<file path="src/rtl/ddr3_pkg.sv">
// ddr3_pkg -- shared DDR3 controller definitions.
//
// Purpose: command encodings ({RAS#,CAS#,WE#}), the command-timer state
// type, and helpers that turn nanosecond timings into controller clocks.
// Used by ddr3_cmd_timer and by the scheduling FSM (ddr3_fsm).
//
// Ports: none (package).

package ddr3_pkg;

    // Encoding is the raw {RAS#,CAS#,WE#} pin pattern, so a command value
    // can be driven straight onto the pins.
    typedef enum logic [2:0] {
        CMD_MODE = 3'b000,
        CMD_REFR = 3'b001,
        CMD_PREC = 3'b010,
        CMD_ACTV = 3'b011,
        CMD_WRIT = 3'b100,
        CMD_READ = 3'b101,
        CMD_ZQCL = 3'b110,
        CMD_NOOP = 3'b111
    } cmd_e;

    typedef enum logic {
        ST_IDLE = 1'b0,
        ST_BUSY = 1'b1
    } timer_state_e;

    // ceil(ns / TCK) with TCK = 1000/freq_mhz ns, i.e. ceil(ns*freq/1000).
    // Never returns less than one clock.
    function automatic int unsigned ns_to_cycles(input int unsigned ns,
                                                 input int unsigned freq_mhz);
        int unsigned cyc;
        cyc = (ns * freq_mhz + 999) / 1000;
        return (cyc == 0) ? 1 : cyc;
    endfunction

    // Clamp a clock-count delay so a command always occupies at least one cycle.
    function automatic int unsigned at_least_one(input int unsigned cyc);
        return (cyc == 0) ? 1 : cyc;
    endfunction

    function automatic int unsigned max_u(input int unsigned a,
                                          input int unsigned b);
        return (a > b) ? a : b;
    endfunction

endpackage

</file>
<file path="src/rtl/ddr3_cmd_timer.sv">
// ddr3_cmd_timer -- DDR3 command issue gate with per-command spacing timer.
//
// Purpose: accepts one command at a time from the scheduling FSM, drives it
// onto registered DDR3 command pins for exactly one cycle, and then blocks
// further commands until that command's minimum delay D has elapsed.
// A REFRESH raises rfc_o for one cycle at the point its timer expires.
//
// Handshake: a command transfers in a cycle where cmd_valid_i and
// cmd_ready_o are both high. cmd_ready_o depends only on the timer state
// (and reset), never on cmd_valid_i. cmd_i/bank_i/addr_i are sampled only
// on a transfer. Accepting NOOP is a legal no-op transfer.
//
// Ports:
//   clock, reset        - clock and synchronous active-high reset
//   cmd_valid_i         - command request
//   cmd_ready_o         - timer idle, command can be accepted
//   cmd_i [2:0]         - {RAS#,CAS#,WE#} command code
//   bank_i [2:0]        - bank address
//   addr_i [12:0]       - row/column/mode address (A10 = auto/all precharge)
//   rfc_o               - one-cycle pulse on REFRESH completion
//   ddr_cs_n_o, ddr_ras_n_o, ddr_cas_n_o, ddr_we_n_o - command pins
//   ddr_ba_o [2:0], ddr_a_o [12:0]                   - bank/address pins
//   dbg_state_o         - timer state (1 = BUSY) for observation

module ddr3_cmd_timer
    import ddr3_pkg::*;
#(
    parameter int unsigned DDR_FREQ_MHZ = 100,
    parameter int unsigned TRCD         = 15,
    parameter int unsigned TRP          = 15,
    parameter int unsigned TRFC         = 110,
    parameter int unsigned TWR          = 15,
    parameter int unsigned TMOD_CYCLES  = 12,
    parameter int unsigned TZQ_CYCLES   = 512,
    parameter int unsigned CL_CYCLES    = 6,
    parameter int unsigned CWL_CYCLES   = 6
) (
    input  logic        clock,
    input  logic        reset,
    input  logic        cmd_valid_i,
    output logic        cmd_ready_o,
    input  logic [2:0]  cmd_i,
    input  logic [2:0]  bank_i,
    input  logic [12:0] addr_i,
    output logic        rfc_o,
    output logic        ddr_cs_n_o,
    output logic        ddr_ras_n_o,
    output logic        ddr_cas_n_o,
    output logic        ddr_we_n_o,
    output logic [2:0]  ddr_ba_o,
    output logic [12:0] ddr_a_o,
    output logic        dbg_state_o
);

    // Per-command delays in clocks.
    localparam int unsigned D_ACTV = ns_to_cycles(TRCD, DDR_FREQ_MHZ);
    localparam int unsigned D_PREC = ns_to_cycles(TRP, DDR_FREQ_MHZ);
    localparam int unsigned D_REFR = ns_to_cycles(TRFC, DDR_FREQ_MHZ);
    localparam int unsigned D_WRIT = CWL_CYCLES + 4 + ns_to_cycles(TWR, DDR_FREQ_MHZ);
    localparam int unsigned D_READ = at_least_one(CL_CYCLES + 4);
    localparam int unsigned D_MODE = at_least_one(TMOD_CYCLES);
    localparam int unsigned D_ZQCL = at_least_one(TZQ_CYCLES);

    localparam int unsigned D_MAX = max_u(max_u(max_u(D_ACTV, D_PREC),
                                                max_u(D_REFR, D_WRIT)),
                                          max_u(max_u(D_READ, D_MODE), D_ZQCL));

    // One bit of headroom over the largest load value, so D-1 never wraps.
    localparam int unsigned TW = $clog2(D_MAX) + 1;

    timer_state_e  state_q;
    logic [TW-1:0] timer_q;
    cmd_e          cmd_q;
    logic          rfc_q;
    logic          cs_n_q;
    logic          ras_n_q;
    logic          cas_n_q;
    logic          we_n_q;
    logic [2:0]    ba_q;
    logic [12:0]   a_q;

    cmd_e          cmd_in;
    logic [TW-1:0] load_val;
    logic          accept;

    assign cmd_in      = cmd_e'(cmd_i);
    assign cmd_ready_o = (state_q == ST_IDLE) && !reset;
    assign accept      = cmd_valid_i && cmd_ready_o;

    // Constant delay table: value loaded into the timer is D-1.
    always_comb begin
        load_val = '0;
        case (cmd_in)
            CMD_ACTV: load_val = TW'(D_ACTV - 1);
            CMD_PREC: load_val = TW'(D_PREC - 1);
            CMD_REFR: load_val = TW'(D_REFR - 1);
            CMD_WRIT: load_val = TW'(D_WRIT - 1);
            CMD_READ: load_val = TW'(D_READ - 1);
            CMD_MODE: load_val = TW'(D_MODE - 1);
            CMD_ZQCL: load_val = TW'(D_ZQCL - 1);
            default:  load_val = '0;
        endcase
    end

    always_ff @(posedge clock) begin
        if (reset) begin
            state_q <= ST_IDLE;
            timer_q <= '0;
            cmd_q   <= CMD_NOOP;
            rfc_q   <= 1'b0;
            cs_n_q  <= 1'b0;
            ras_n_q <= 1'b1;
            cas_n_q <= 1'b1;
            we_n_q  <= 1'b1;
            ba_q    <= '0;
            a_q     <= '0;
        end else begin
            // Pins fall back to NOOP every cycle unless a command is issued;
            // ba/a keep their last values.
            cs_n_q  <= 1'b0;
            ras_n_q <= 1'b1;
            cas_n_q <= 1'b1;
            we_n_q  <= 1'b1;
            rfc_q   <= 1'b0;

            case (state_q)
                ST_IDLE: begin
                    if (accept && (cmd_in != CMD_NOOP)) begin
                        timer_q <= load_val;
                        cmd_q   <= cmd_in;
                        ras_n_q <= cmd_i[2];
                        cas_n_q <= cmd_i[1];
                        we_n_q  <= cmd_i[0];
                        ba_q    <= bank_i;
                        a_q     <= addr_i;
                        state_q <= (load_val == '0) ? ST_IDLE : ST_BUSY;
                        // D=1: pulse in the cycle after accept.
                        // D=2: timer is 1 in that cycle and expires there.
                        rfc_q   <= (cmd_in == CMD_REFR) && (load_val <= TW'(1));
                    end
                end
                ST_BUSY: begin
                    timer_q <= timer_q - TW'(1);
                    if (timer_q == TW'(1)) begin
                        state_q <= ST_IDLE;
                    end
                    // Register the pulse one cycle early so it coincides
                    // with the cycle where the timer goes 1 -> 0.
                    rfc_q <= (cmd_q == CMD_REFR) && (timer_q == TW'(2));
                end
                default: begin
                    state_q <= ST_IDLE;
                    timer_q <= '0;
                end
            endcase
        end
    end

    assign rfc_o       = rfc_q;
    assign ddr_cs_n_o  = cs_n_q;
    assign ddr_ras_n_o = ras_n_q;
    assign ddr_cas_n_o = cas_n_q;
    assign ddr_we_n_o  = we_n_q;
    assign ddr_ba_o    = ba_q;
    assign ddr_a_o     = a_q;
    assign dbg_state_o = (state_q == ST_BUSY);

endmodule

</file>
<file path="config.mk">
export PLATFORM = sky130hd
export DESIGN_NAME = ddr3_cmd_timer
export DESIGN_NICKNAME = d
export VERILOG_FILES = /design/src/rtl/ddr3_pkg.sv /design/src/rtl/ddr3_cmd_timer.sv
export SDC_FILE = /design/constraint.sdc
export NUM_CORES = 1
export LEC_CHECK = 0
export CORE_MARGIN = 3
export CORE_UTILIZATION = 49
export CTS_CLUSTER_SIZE = 16
export DETAILED_ROUTE_END_ITERATION = 16
export PLACE_DENSITY = 0.92
export SETUP_SLACK_MARGIN = 0.1
export SLEW_MARGIN = 25
export SYNTH_ARGS = -nofsm -noshare
export SYNTH_HDL_FRONTEND = slang
export SYNTH_SLANG_ARGS = --single-unit
</file>
<file path="constraint.sdc">
create_clock -name clock -period 3.3 [get_ports clock]
set_clock_uncertainty 0.15 [all_clocks]
set_input_delay 0.99 -clock clock [delete_from_list [all_inputs] [get_ports clock]]
set_output_delay 0.99 -clock clock [all_outputs]
set_load 0.02 [all_outputs]
</file>
Yosys cells after proc, flatten, opt, wreduce, memory -nomap -nowiden --
Cells that the tools add are included.
Word-level totals: bits in registers 34, input port bits 22, output and inout port bits 23, logic and storage cells 45
Cells by class: $add $sub $neg 1, order comparisons 1, equality and inequality tests 11, multiplexer cells 9, bitwise gates (word level) 2, reductions and logical operators 12
Operator list (count):
- $pmux 9 s5 | 1
- $pmux 10 s2 | 1
- $eq 10x1->1 const B | 1
- $eq 10x2->1 const B | 1
- $le 10x1->1 const B | 1
- $logic_not 10->1 | 1
- $mux 10 | 1
- $sub 10x1->10 const B | 1
- $eq 3x3->1 const B | 3
- $eq 3x1->1 const B | 2
- $eq 3x2->1 const B | 2
- $logic_and 1x1->1 | 5
- $mux 1 | 4
- $pmux 1 s2 | 2
- $reduce_or 2->1 | 2
- $logic_not 3->1 | 1
- $ne 3x3->1 const B | 1
- $reduce_or 3->1 | 1
- $ne 2x1->1 const B | 1
- $not 1->1 | 2
- $reduce_and 2->1 | 1
- $logic_not 1->1 | 1

Depth between registers and ports, before layout --
Gate-level depths: netlist (run 1).
word-level depth 7, mapped depth 6

Worst setup path after synthesis (run 1) --
No wires, ideal clock.
path type input-to-output, start in reset, end out cmd_ready_o, arrival time 1.465 ns, required time 2.160 ns, setup slack 0.695 ns, stages 2, path buffers 1, path through clkbuf_1 > nor2_1
On the way: cells in the longest elaborated chain, start to end 2
RTL lines:
- start, declared | line ddr3_cmd_timer.sv:39 | input logic reset,
- $logic_not 1->1 | line ddr3_cmd_timer.sv:87 | assign cmd_ready_o = (state_q == ST_IDLE) && !reset;
- $logic_and 1x1->1 | line ddr3_cmd_timer.sv:87
- end, declared | line ddr3_cmd_timer.sv:41 | output logic cmd_ready_o,
No other way between the ends.

Final worst setup path (run 1) --
Ends and elaborated chain as after synthesis.

==> results of run 1 <==
-- sequential cells by signal (all words and copies together) (netlist names) --
signal	flops
rfc_o	1
ddr_ras_n_o	1
ddr_ba_o	3
timer_q	10
dbg_state_o	1
ddr_cas_n_o	1
ddr_a_o	13
ddr_we_n_o	1
cmd_q	3
-- cell type report --
cell class	count	area, um2
repair buffers	47	472
multi-input cells	122	666
inverters	9	33.8
clock inverters	2	60.1
clock buffers	6	51.3
flip-flops and latches	34	681
fillers	190	612
well taps	30	37.5
-- routing by layer --
layer  vias up  track usage (%)  routed length (um)  part of all wire [%]
met2        67             39.2                2020                    52
met1       632             26.3                1510                    39
met4         0             10.8                 108                   2.8
li1        690                -                   -                     -
met5         -                0                   0                     0
met3        11             6.05                 257                   6.6
-- cell families after synthesis --
family                   after synthesis  share of synthesized area (%)
other                                  1                          0.264
buffers and inverters                 18                           5.28
AO/OA/AOI/OAI                         44                           18.7
multiplexers                           1                          0.704
flip-flops                            34                           47.9
AND/OR/NAND/NOR                       73                           24.6
adder cells (fa/ha/maj)                3                           2.64
-- synthesized netlist by cell type --
master     number  area (um2)
a211o_1         1        8.76
a211oi_1        2        15.0
a21oi_1         7        35.0
a31o_2          1        8.76
a31oi_1         5        31.3
a41oi_1         1        8.76
and2_1          2        12.5
buf_2           3        15.0
buf_4           1        7.51
clkbuf_1        5        18.8
conb_1          1        3.75
dfxtp_1        34         681
ha_1            3        37.5
inv_1           9        33.8
mux2i_1         1        10.0
nand2_1        41         154
nand2b_1        3        18.8
nand3_1         6        30.0
nand4b_1        1        8.76
nor2_1          6        22.5
nor2b_1         1        6.26
nor3_1          1        5.00
nor3b_1         2        15.0
nor4_1          2        12.5
nor4b_1         2        17.5
o2111ai_1       1        8.76
o21ai_0        20         100
o22ai_1         2        12.5
o311a_1         1        10.0
o311ai_0        1        8.76
o31a_1          2        17.5
or2_2           1        6.26
or3_1           1        6.26
or3_2           1        7.51
or4_1           2        15.0
or4_4           1        11.3
-- path summary, 6_finish.rpt --
kind / startpoint / end / slack (ns) / depth (start not counted)
max: reset / cmd_ready_o / 0.24 / 3
min: cmd_q[2] / rfc_o / 0.31 / 1
max reg2reg: timer_q[0] / timer_q[8] / 1.13 / 6
min reg2reg: cmd_q[2] / rfc_o / 0.31 / 1
-- worst max-delay path, delay by kind of cell --
family	cells	cell delay [ns]
buffers and inverters	2	0.80
AND/OR/NAND/NOR	1	0.13
-- power by group through the flow --
| stage | Sequential (mW) | Combinational [mW] | Clock (mW) |
|---|---|---|---|
| finish | 0.493 | 0.260 | 0.400 |
| CTS | 0.492 | 0.258 | 0.403 |
| floorplan | 0.512 | 0.132 | 0 |
| global placement | 0.496 | 0.244 | 0 |
| global route | 0.499 | 0.284 | 0.416 |
| detailed placement | 0.499 | 0.255 | 0 |
-- through the flow --
stage	worst slack [ns]	util [%]	area (um2)
3_3_place_gp	-0.0200	72.4	1890
5_1_grt	0.196	76.6	2000
3_5_place_dp	-0.0322	72.4	1890
2_1_floorplan	0.695	-	1420
6_report	0.244	76.6	2000
4_1_cts	0.238	76.6	2000
==> metrics.txt, run 1 <==
# TYPE chip_impl_metric gauge
chip_impl_info{name="status",value="completed"} 1
chip_impl_info{name="crit_path_start_kind",value="input port"} 1
chip_impl_metric{name="ant_nets",unit=""} 0
chip_impl_metric{name="netSwitchingFraction",unit="%"} 27.7
chip_impl_metric{name="tritoncts_num_sinks",unit=""} 34
chip_impl_metric{name="combinationalPowerShare",unit="%"} 22.5
chip_impl_metric{name="netlist_area",unit="um2"} 1420
chip_impl_info{name="path_cells",value="clkdlybuf4s50_1 -> nor2_1 -> dlygate4sd2_1"} 1
chip_impl_metric{name="setup-violations-final",unit=""} 0
chip_impl_metric{name="maximum_number_of_pins_on_one_net_before_global_route_repair",unit=""} 32
chip_impl_metric{name="setup_tns",unit="ns"} 0
chip_impl_metric{name="top_level_ports",unit=""} 45
chip_impl_metric{name="leakagePower",unit="nW"} 0.748
chip_impl_metric{name="vias",unit=""} 1400
chip_impl_metric{name="numCtsBuffers",unit=""} 5
chip_impl_metric{name="share_of_total_power_in_the_clock_network",unit="%"} 34.7
chip_impl_metric{name="placement_rows",unit=""} 18
chip_impl_metric{name="grt_pass1_wl",unit="mm"} 6.11
chip_impl_metric{name="worst_skew_pair.late_latency",unit="ns"} 0.34
chip_impl_metric{name="max-slew-margin-rel",unit="%"} 61.9
chip_impl_metric{name="h_tree_lvl_count",unit=""} 2
chip_impl_metric{name="max_cap_violations",unit=""} 0
chip_impl_metric{name="hold_buffers",unit=""} 0
chip_impl_metric{name="globalRouteTotalUtil",unit="%"} 22.9
chip_impl_metric{name="antenna_found_initial",unit=""} 0
chip_impl_metric{name="final_cell_count_no_fill",unit=""} 250
chip_impl_metric{name="worst_pin_slew",unit="ns"} 0.571
chip_impl_metric{name="synthCells",unit=""} 174
chip_impl_metric{name="chipHeight",unit="um"} 59.9
chip_impl_info{name="hold_path.class",value="reg -> reg"} 1
chip_impl_metric{name="num_antenna_cells",unit=""} 0
chip_impl_metric{name="maxSlewViolCount",unit=""} 0
chip_impl_metric{name="power.density_cell_area",unit="nW/um2"} 576
chip_impl_metric{name="placed_cells_incl_taps",unit=""} 242
chip_impl_metric{name="synth_cell_types",unit=""} 36
chip_impl_metric{name="cpPeakStageDelay",unit="ns"} 0.45
chip_impl_metric{name="die_area",unit="um2"} 3580
chip_impl_info{name="tritoncts",value="yes"} 1
chip_impl_info{name="layout.cells.most_common",value="clkdlybuf4s50_1"} 1
chip_impl_metric{name="layout-drive-gt1-share",unit="%"} 7.27
chip_impl_metric{name="gr-total-overflow",unit=""} 0
chip_impl_metric{name="p_int",unit="mW"} 0.833
chip_impl_info{name="layout.cells.most_common_list",value="clkdlybuf4s50_1 (42), nand2_1 (41), dfxtp_1 (34)"} 1
chip_impl_metric{name="synthesis.nets",unit=""} 199
chip_impl_info{name="timing.critical_path.to_type",value="output pin"} 1
chip_impl_metric{name="core",unit="um2"} 2610
chip_impl_metric{name="route.detailed.vias_per_inst",unit=""} 5.60
chip_impl_metric{name="max-clock-path-buffers",unit=""} 2
chip_impl_metric{name="net_switching_component_of_the_power",unit="mW"} 0.319
chip_impl_metric{name="remaining_drc_errors",unit=""} 0
chip_impl_metric{name="max-vdd-ir-drop",unit="mV"} 0.578
chip_impl_metric{name="initial_cell_density_of_the_core",unit="%"} 54.4
chip_impl_metric{name="postSynthRegisterBits",unit=""} 34
chip_impl_metric{name="final.period_utilization",unit="%"} 92.6
chip_impl_metric{name="max_freq",unit="MHz"} 327
chip_impl_info{name="unrepaired_setup_endpoints_after_global_routing",value="false"} 1
chip_impl_metric{name="ys_seq_area_share",unit="%"} 47.9
chip_impl_metric{name="first_iter_violations",unit=""} 82
chip_impl_metric{name="hold_slack",unit="ns"} 0.309
chip_impl_metric{name="placement.io_buffers",unit=""} 43
chip_impl_metric{name="crit_path_max_fanout",unit=""} 2
chip_impl_metric{name="gp_routability_congestion",unit=""} 0.872
chip_impl_metric{name="final-hold-violation-count",unit=""} 0
chip_impl_metric{name="wl_per_cell",unit="um"} 15.6
chip_impl_metric{name="cts-resized-gates",unit=""} 1
chip_impl_info{name="clock_tree.root_cell",value="clkbuf_4"} 1
chip_impl_metric{name="hpwlAfterDp",unit="mm"} 2.72
chip_impl_metric{name="synthesis.area_per_instance",unit="um2"} 8.17
chip_impl_metric{name="first_global_vias",unit=""} 1346
chip_impl_metric{name="tot_pwr",unit="mW"} 1.15
chip_impl_metric{name="yosys_warnings",unit=""} 0
chip_impl_metric{name="post_layout_net_count",unit=""} 244
chip_impl_metric{name="crit_arrival",unit="ns"} 1.92
chip_impl_info{name="critical-path-slowest-cell",value="clkdlybuf4s50_1"} 1
chip_impl_metric{name="layout_overhead_on_the_synthesized_area",unit="%"} 40.8
chip_impl_metric{name="final_period_minus_worst_setup_slack",unit="ns"} 3.06
chip_impl_metric{name="postRouteWirelength",unit="mm"} 3.89
chip_impl_metric{name="p_seq_share",unit="%"} 42.8
chip_impl_metric{name="cts.repair_timing.setup_buffer_count",unit=""} 0
chip_impl_metric{name="crit_required",unit="ns"} 2.16
chip_impl_metric{name="drt_first_pass_iters",unit=""} 4
chip_impl_info{name="critical_path_class",value="in -> out"} 1
chip_impl_metric{name="clk_pin_slew_worst_paths",unit="ns"} 0.10
chip_impl_metric{name="die-width",unit="um"} 59.9
Note: power is estimated with default switching activity, not from simulation.
==> run 2: changes to the inputs <==
Settings changed: CORE_UTILIZATION 49 to 40, PLACE_DENSITY 0.92 to 0.79.
==> run 2 against run 1 <==
- fmax increased by 0.80%
- clock power shrank 48%
- utilization fell by 19 points
- highest routed layer unchanged
- critical endpoint unchanged
==> metrics.txt, run 2 (synthesis results as in run 1) <==
# TYPE chip_impl_metric gauge
chip_impl_metric{name="leakagePower",unit="nW"} 0.717
chip_impl_metric{name="gp_routability_congestion",unit=""} 0.844
chip_impl_metric{name="max-slew-margin-rel",unit="%"} 64.8
chip_impl_metric{name="grt_pass1_wl",unit="mm"} 5.88
chip_impl_info{name="unrepaired_setup_endpoints_after_global_routing",value="false"} 1
chip_impl_metric{name="cp_num_buf_inv",unit=""} 2
chip_impl_metric{name="chipHeight",unit="um"} 65.6
chip_impl_metric{name="numCtsBuffers",unit=""} 5
chip_impl_info{name="critical_path_class",value="in -> out"} 1
chip_impl_info{name="crit-reg2reg-capture",value="timer_q[8]"} 1
chip_impl_metric{name="max-vdd-ir-drop",unit="mV"} 0.243
chip_impl_metric{name="crit_path_max_fanout",unit=""} 2
chip_impl_metric{name="die_area",unit="um2"} 4300
chip_impl_metric{name="initial_cell_density_of_the_core",unit="%"} 41.9
chip_impl_metric{name="hpwlAfterDp",unit="mm"} 2.46
chip_impl_metric{name="fin_ws",unit="ns"} 0.268
chip_impl_metric{name="first_global_vias",unit=""} 1265
chip_impl_metric{name="die-width",unit="um"} 65.6
chip_impl_metric{name="pre_cts_slack",unit="ns"} -0.0144
chip_impl_metric{name="netSwitchingFraction",unit="%"} 31.1
chip_impl_metric{name="antenna_found_initial",unit=""} 0
chip_impl_metric{name="post_layout_net_count",unit=""} 244
chip_impl_metric{name="share_of_total_power_in_the_clock_network",unit="%"} 22.0
chip_impl_info{name="crit_path_start_kind",value="input port"} 1
chip_impl_metric{name="clk_pin_slew_worst_paths",unit="ns"} 0.10
chip_impl_metric{name="hold_buffers",unit=""} 0
chip_impl_info{name="tritoncts",value="yes"} 1
chip_impl_metric{name="worst_skew_pair.late_latency",unit="ns"} 0.32
chip_impl_metric{name="crit_required",unit="ns"} 2.16
chip_impl_metric{name="finish.instance_area",unit="um2"} 1940
chip_impl_metric{name="min_delay_path_depth",unit=""} 1
chip_impl_info{name="critical_path.top_delay_family",value="buffers and inverters"} 1
chip_impl_metric{name="cts.repair_timing.setup_buffer_count",unit=""} 0
chip_impl_info{name="path_cells",value="clkdlybuf4s50_1 -> nor2_1 -> dlygate4sd2_1"} 1
chip_impl_metric{name="largest_register_ffs",unit=""} 13
chip_impl_info{name="timing.critical_path.to_type",value="output pin"} 1
chip_impl_metric{name="layout-drive-gt1-share",unit="%"} 6.85
chip_impl_metric{name="placement_rows",unit=""} 21
chip_impl_info{name="status",value="completed"} 1
chip_impl_metric{name="combinationalPowerShare",unit="%"} 26.2
chip_impl_metric{name="top_level_ports",unit=""} 45
chip_impl_info{name="critical-path-slowest-cell",value="clkdlybuf4s50_1"} 1
chip_impl_info{name="hold_path.class",value="reg -> reg"} 1
chip_impl_metric{name="core",unit="um2"} 3390
chip_impl_metric{name="reg2regPathDepth",unit=""} 6
chip_impl_metric{name="vias",unit=""} 1342
chip_impl_metric{name="wl_per_cell",unit="um"} 12.7
chip_impl_info{name="clock_tree.root_cell",value="clkbuf_4"} 1
chip_impl_info{name="timing.rr.start",value="timer_q[0]"} 1
chip_impl_info{name="layout.cells.most_common",value="clkdlybuf4s50_1"} 1
chip_impl_metric{name="tritoncts_num_sinks",unit=""} 34
chip_impl_metric{name="final.period_utilization",unit="%"} 91.9
chip_impl_metric{name="placed_cells_incl_taps",unit=""} 258
chip_impl_metric{name="p_seq_share",unit="%"} 51.8
chip_impl_metric{name="remaining_drc_errors",unit=""} 0
chip_impl_metric{name="p_int",unit="mW"} 0.651
chip_impl_metric{name="gr-total-overflow",unit=""} 0
chip_impl_metric{name="max_cap_violations",unit=""} 0
chip_impl_metric{name="maxSlewViolCount",unit=""} 0
chip_impl_metric{name="cpPeakStageDelay",unit="ns"} 0.51
chip_impl_metric{name="postRouteWirelength",unit="mm"} 3.36
chip_impl_metric{name="first_iter_violations",unit=""} 54
chip_impl_metric{name="ant_nets",unit=""} 0
chip_impl_metric{name="net_switching_component_of_the_power",unit="mW"} 0.294
chip_impl_metric{name="power.density_cell_area",unit="nW/um2"} 486
chip_impl_metric{name="layout_overhead_on_the_synthesized_area",unit="%"} 36.8
chip_impl_metric{name="max-clock-path-buffers",unit=""} 2
chip_impl_metric{name="crit_arrival",unit="ns"} 1.89
chip_impl_metric{name="num_antenna_cells",unit=""} 0
chip_impl_metric{name="postPlaceCellArea",unit="um2"} 1900
chip_impl_metric{name="cts-resized-gates",unit=""} 1
chip_impl_metric{name="worst_pin_slew",unit="ns"} 0.527
chip_impl_metric{name="setup_tns",unit="ns"} 0
chip_impl_metric{name="route.detailed.vias_per_inst",unit=""} 5.06
chip_impl_metric{name="setup-violations-final",unit=""} 0
chip_impl_metric{name="final_period_minus_worst_setup_slack",unit="ns"} 3.03
chip_impl_metric{name="globalRouteTotalUtil",unit="%"} 17.6
chip_impl_metric{name="final_cell_count_no_fill",unit=""} 265
chip_impl_metric{name="drt_first_pass_iters",unit=""} 4
chip_impl_metric{name="placement.io_buffers",unit=""} 43
chip_impl_metric{name="final-hold-violation-count",unit=""} 0
chip_impl_metric{name="h_tree_lvl_count",unit=""} 2
chip_impl_info{name="layout.cells.most_common_list",value="clkdlybuf4s50_1 (42), nand2_1 (41), dfxtp_1 (34)"} 1
chip_impl_metric{name="r2r_slack",unit="ns"} 1.19
chip_impl_info{name="whs_endpoint",value="rfc_o"} 1
chip_impl_metric{name="max_freq",unit="MHz"} 330
chip_impl_info{name="critical_hold_path_startpoint",value="cmd_q[2]"} 1
chip_impl_metric{name="fillerInstances",unit=""} 318
chip_impl_metric{name="maximum_number_of_pins_on_one_net_before_global_route_repair",unit=""} 36
run 2: final cells by class:
type / count / area (um2) / share of cell area, %
clock buffer: 5 / 37.5 / 1.93
clock inverter: 2 / 10.0 / 0.515
inverter: 9 / 33.8 / 1.74
multi-input combinational: 122 / 666 / 34.2
sequential: 34 / 681 / 35.0
tap: 46 / 57.6 / 2.96
timing repair buffer: 47 / 459 / 23.6
run 2: how the worst max path moves through the flow:
stage | slack (ns) | cells after the start | to | from
after floorplan | 0.69 | 2 | cmd_ready_o | reset
after global placement | -0.03 | 3 | cmd_ready_o | reset
after detailed placement | -0.01 | 3 | cmd_ready_o | reset
after CTS | 0.25 | 3 | cmd_ready_o | reset
after global routing | 0.22 | 3 | cmd_ready_o | reset
final | 0.27 | 3 | cmd_ready_o | reset
run 2: stage by stage:
stage	util [%]	total power, mW	hold slack, ns
finish	57.4	0.945	0.292
global route	57.4	1.00	0.304
CTS	57.4	0.955	0.296
detailed placement	56.0	0.748	0.276
global placement	56.0	0.742	0.280
floorplan	-	0.644	0.250
run 2: layer usage:
layer	part of all wire [%]	track usage [%]
met2	49	27.6
met1	45	23.7
met4	1.4	6.22
met5	0	0
met3	5.1	3.76
run 2: power by group through the flow:
stage               Clock, mW  Combinational [mW]  Sequential [mW]
CTS                     0.216               0.249            0.490
finish                  0.207               0.248            0.490
floorplan                   0               0.132            0.512
detailed placement          0               0.250            0.499
global route            0.230               0.277            0.497
global placement            0               0.245            0.498
run 2: worst reg2reg max path, stage by stage, from the launching register on:
cell	delay, ns
dfxtp_1	0.37
inv_1	0.10
ha_1	0.20
nor3b_1	0.44
nand2_1	0.15
or3_2	0.47
a31oi_1	0.16
==> run 3: changes to the inputs <==
Settings changed: CORE_UTILIZATION 40 to 45, HOLD_SLACK_MARGIN set to 0.12, PLACE_DENSITY 0.79 to 0.86.
==> run 3 against run 2 <==
- flip-flop and latch count stayed put
- cell area increased by 1.5%
- critical path depth is the same
==> metrics.txt, run 3 (synthesis results as in run 1) <==
# TYPE chip_impl_metric gauge
chip_impl_metric{name="chipHeight",unit="um"} 62.2
chip_impl_metric{name="detailroute.wirelength.met2",unit="mm"} 1.55
chip_impl_metric{name="initial_cell_density_of_the_core",unit="%"} 49.4
chip_impl_metric{name="route.detailed.vias_per_inst",unit=""} 5.15
chip_impl_metric{name="wl_per_cell",unit="um"} 12.3
chip_impl_metric{name="regArea",unit="um2"} 681
chip_impl_metric{name="maxSlewViolCount",unit=""} 0
chip_impl_metric{name="gp_routability_congestion",unit=""} 0.838
chip_impl_metric{name="setup_tns",unit="ns"} 0
chip_impl_metric{name="worst_skew_pair.late_latency",unit="ns"} 0.34
chip_impl_info{name="hold_path.class",value="reg -> reg"} 1
chip_impl_metric{name="final-hold-violation-count",unit=""} 0
chip_impl_metric{name="worst_pin_slew",unit="ns"} 0.546
chip_impl_metric{name="cts-resized-gates",unit=""} 1
chip_impl_metric{name="tritoncts_num_sinks",unit=""} 34
chip_impl_metric{name="placement_rows",unit=""} 19
chip_impl_metric{name="globalRouteTotalUtil",unit="%"} 18.2
chip_impl_metric{name="multi_input_comb_area",unit="um2"} 666
chip_impl_metric{name="die_area",unit="um2"} 3870
chip_impl_metric{name="post_layout_net_count",unit=""} 245
chip_impl_metric{name="largest_register_ffs",unit=""} 13
chip_impl_metric{name="setup-violations-final",unit=""} 0
chip_impl_metric{name="leakagePower",unit="nW"} 0.731
chip_impl_info{name="crit-reg2reg-capture",value="timer_q[8]"} 1
chip_impl_metric{name="vias",unit=""} 1355
chip_impl_metric{name="crit_path_max_fanout",unit=""} 2
chip_impl_metric{name="pre_cts_slack",unit="ns"} 0.0537
chip_impl_metric{name="layout-drive-gt1-share",unit="%"} 6.79
chip_impl_info{name="critical-path-slowest-cell",value="clkdlybuf4s50_1"} 1
chip_impl_metric{name="remaining_drc_errors",unit=""} 0
chip_impl_info{name="clock_tree.root_cell",value="clkbuf_4"} 1
chip_impl_info{name="path_cells",value="clkdlybuf4s50_1 -> nor2_1 -> dlygate4sd2_1"} 1
chip_impl_metric{name="core",unit="um2"} 2880
chip_impl_metric{name="crit_arrival",unit="ns"} 1.84
chip_impl_metric{name="met3RoutedLength",unit="um"} 152
chip_impl_metric{name="crit_required",unit="ns"} 2.16
chip_impl_info{name="tritoncts",value="yes"} 1
chip_impl_info{name="critical_path_class",value="in -> out"} 1
chip_impl_metric{name="r2r_slack",unit="ns"} 1.23
chip_impl_info{name="timing.critical_path.to_type",value="output pin"} 1
chip_impl_metric{name="drt-met1-wl",unit="mm"} 1.49
chip_impl_metric{name="placement.io_buffers",unit=""} 43
chip_impl_info{name="startpoint",value="reset"} 1
chip_impl_metric{name="power.density_cell_area",unit="nW/um2"} 527
chip_impl_metric{name="antenna_found_initial",unit=""} 0
chip_impl_metric{name="fin_ws",unit="ns"} 0.321
chip_impl_metric{name="grt_pass1_wl",unit="mm"} 5.62
chip_impl_metric{name="final_period_minus_worst_setup_slack",unit="ns"} 2.98
chip_impl_metric{name="hold_buffers",unit=""} 0
chip_impl_metric{name="gr-total-overflow",unit=""} 0
chip_impl_metric{name="fillerInstances",unit=""} 237
chip_impl_metric{name="max_cap_violations",unit=""} 0
chip_impl_metric{name="maximum_number_of_pins_on_one_net_before_global_route_repair",unit=""} 36
chip_impl_info{name="layout.cells.most_common_list",value="clkdlybuf4s50_1 (42), nand2_1 (41), dfxtp_1 (34)"} 1
chip_impl_metric{name="ant_nets",unit=""} 0
chip_impl_metric{name="reg2regPathDepth",unit=""} 6
chip_impl_metric{name="postRouteWirelength",unit="mm"} 3.24
chip_impl_info{name="status",value="completed"} 1
chip_impl_metric{name="numCtsBuffers",unit=""} 5
chip_impl_metric{name="h_tree_lvl_count",unit=""} 2
chip_impl_metric{name="first_iter_violations",unit=""} 60
chip_impl_metric{name="max-clock-path-buffers",unit=""} 2
chip_impl_info{name="layout.cells.most_common",value="clkdlybuf4s50_1"} 1
chip_impl_metric{name="max-slew-margin-rel",unit="%"} 63.5
chip_impl_metric{name="die-width",unit="um"} 62.2
chip_impl_metric{name="num_antenna_cells",unit=""} 0
chip_impl_metric{name="max-vdd-ir-drop",unit="mV"} 0.354
chip_impl_metric{name="cts.repair_timing.setup_buffer_count",unit=""} 0
chip_impl_metric{name="top_level_ports",unit=""} 45
chip_impl_metric{name="cpPeakStageDelay",unit="ns"} 0.42
chip_impl_info{name="unrepaired_setup_endpoints_after_global_routing",value="false"} 1
chip_impl_info{name="topRoutingLayerUsed",value="met4"} 1
chip_impl_metric{name="tot_pwr",unit="mW"} 1.04
chip_impl_metric{name="first_global_vias",unit=""} 1251
chip_impl_metric{name="max_freq",unit="MHz"} 336
chip_impl_metric{name="final.period_utilization",unit="%"} 90.3
chip_impl_metric{name="layout_overhead_on_the_synthesized_area",unit="%"} 38.9
chip_impl_info{name="timing.rr.start",value="timer_q[0]"} 1
chip_impl_metric{name="hpwlAfterDp",unit="mm"} 2.36
chip_impl_metric{name="drt_first_pass_iters",unit=""} 4
chip_impl_metric{name="clk_pin_slew_worst_paths",unit="ns"} 0.10
chip_impl_info{name="crit_path_start_kind",value="input port"} 1
chip_impl_info{name="critPathCapture",value="cmd_ready_o"} 1
## run 3: changes by cell type in the layout (fill, tap and decap cells not counted)
cell,delta
clkinv_2,-2
buf_4,+1
bufinv_16,+1
clkbuf_1,+2
## run 3: how the worst min path moves through the flow
stage | start | to | depth (start not counted)
after detailed placement | cmd_q[2] | rfc_o | 1
final | cmd_q[2] | rfc_o | 1
after floorplan | cmd_q[2] | rfc_o | 1
after global routing | cmd_q[2] | rfc_o | 1
after CTS | cmd_q[2] | rfc_o | 1
after global placement | cmd_q[2] | rfc_o | 1
## run 3: where the power goes
part,internal (mW),total (mW),switching (mW)
combinational,0.125,0.258,0.133
sequential,0.451,0.483,0.0324
clock,0.161,0.299,0.138
total,0.737,1.04,0.304
## run 3: final cells by class
cell class,instances,share of cell area [%]
inverters,9,1.71
well taps,42,2.66
repair buffers,48,23.6
flip-flops and latches,34,34.5
multi-input cells,122,33.7
clock buffers,7,2.28
clock inverters,1,1.52
## run 3: routing by layer
metal / global-route usage [%] / vias up
met5: 0 / -
met4: 8.84 / 0
met3: 6.31 / 5
met2: 28.0 / 33
met1: 22.7 / 623
li1: - / 694
## run 3: critical path: cells and delay by family
kind / cells / cell delay (ns)
and+or+nand+nor: 1 / 0.09
buffers and inverters: 2 / 0.75
## run 3: through the flow
step / util, % / std cells / area, um2 / hold WS (ns)
final: 68.6 / 263 / 1970 / 0.289
after global routing: 68.6 / 263 / 1970 / 0.311
after CTS: 68.6 / 263 / 1970 / 0.289
after detailed placement: 66.1 / 255 / 1900 / 0.274
after global placement: 66.1 / 255 / 1900 / 0.271
after floorplan: - / 174 / 1420 / 0.250
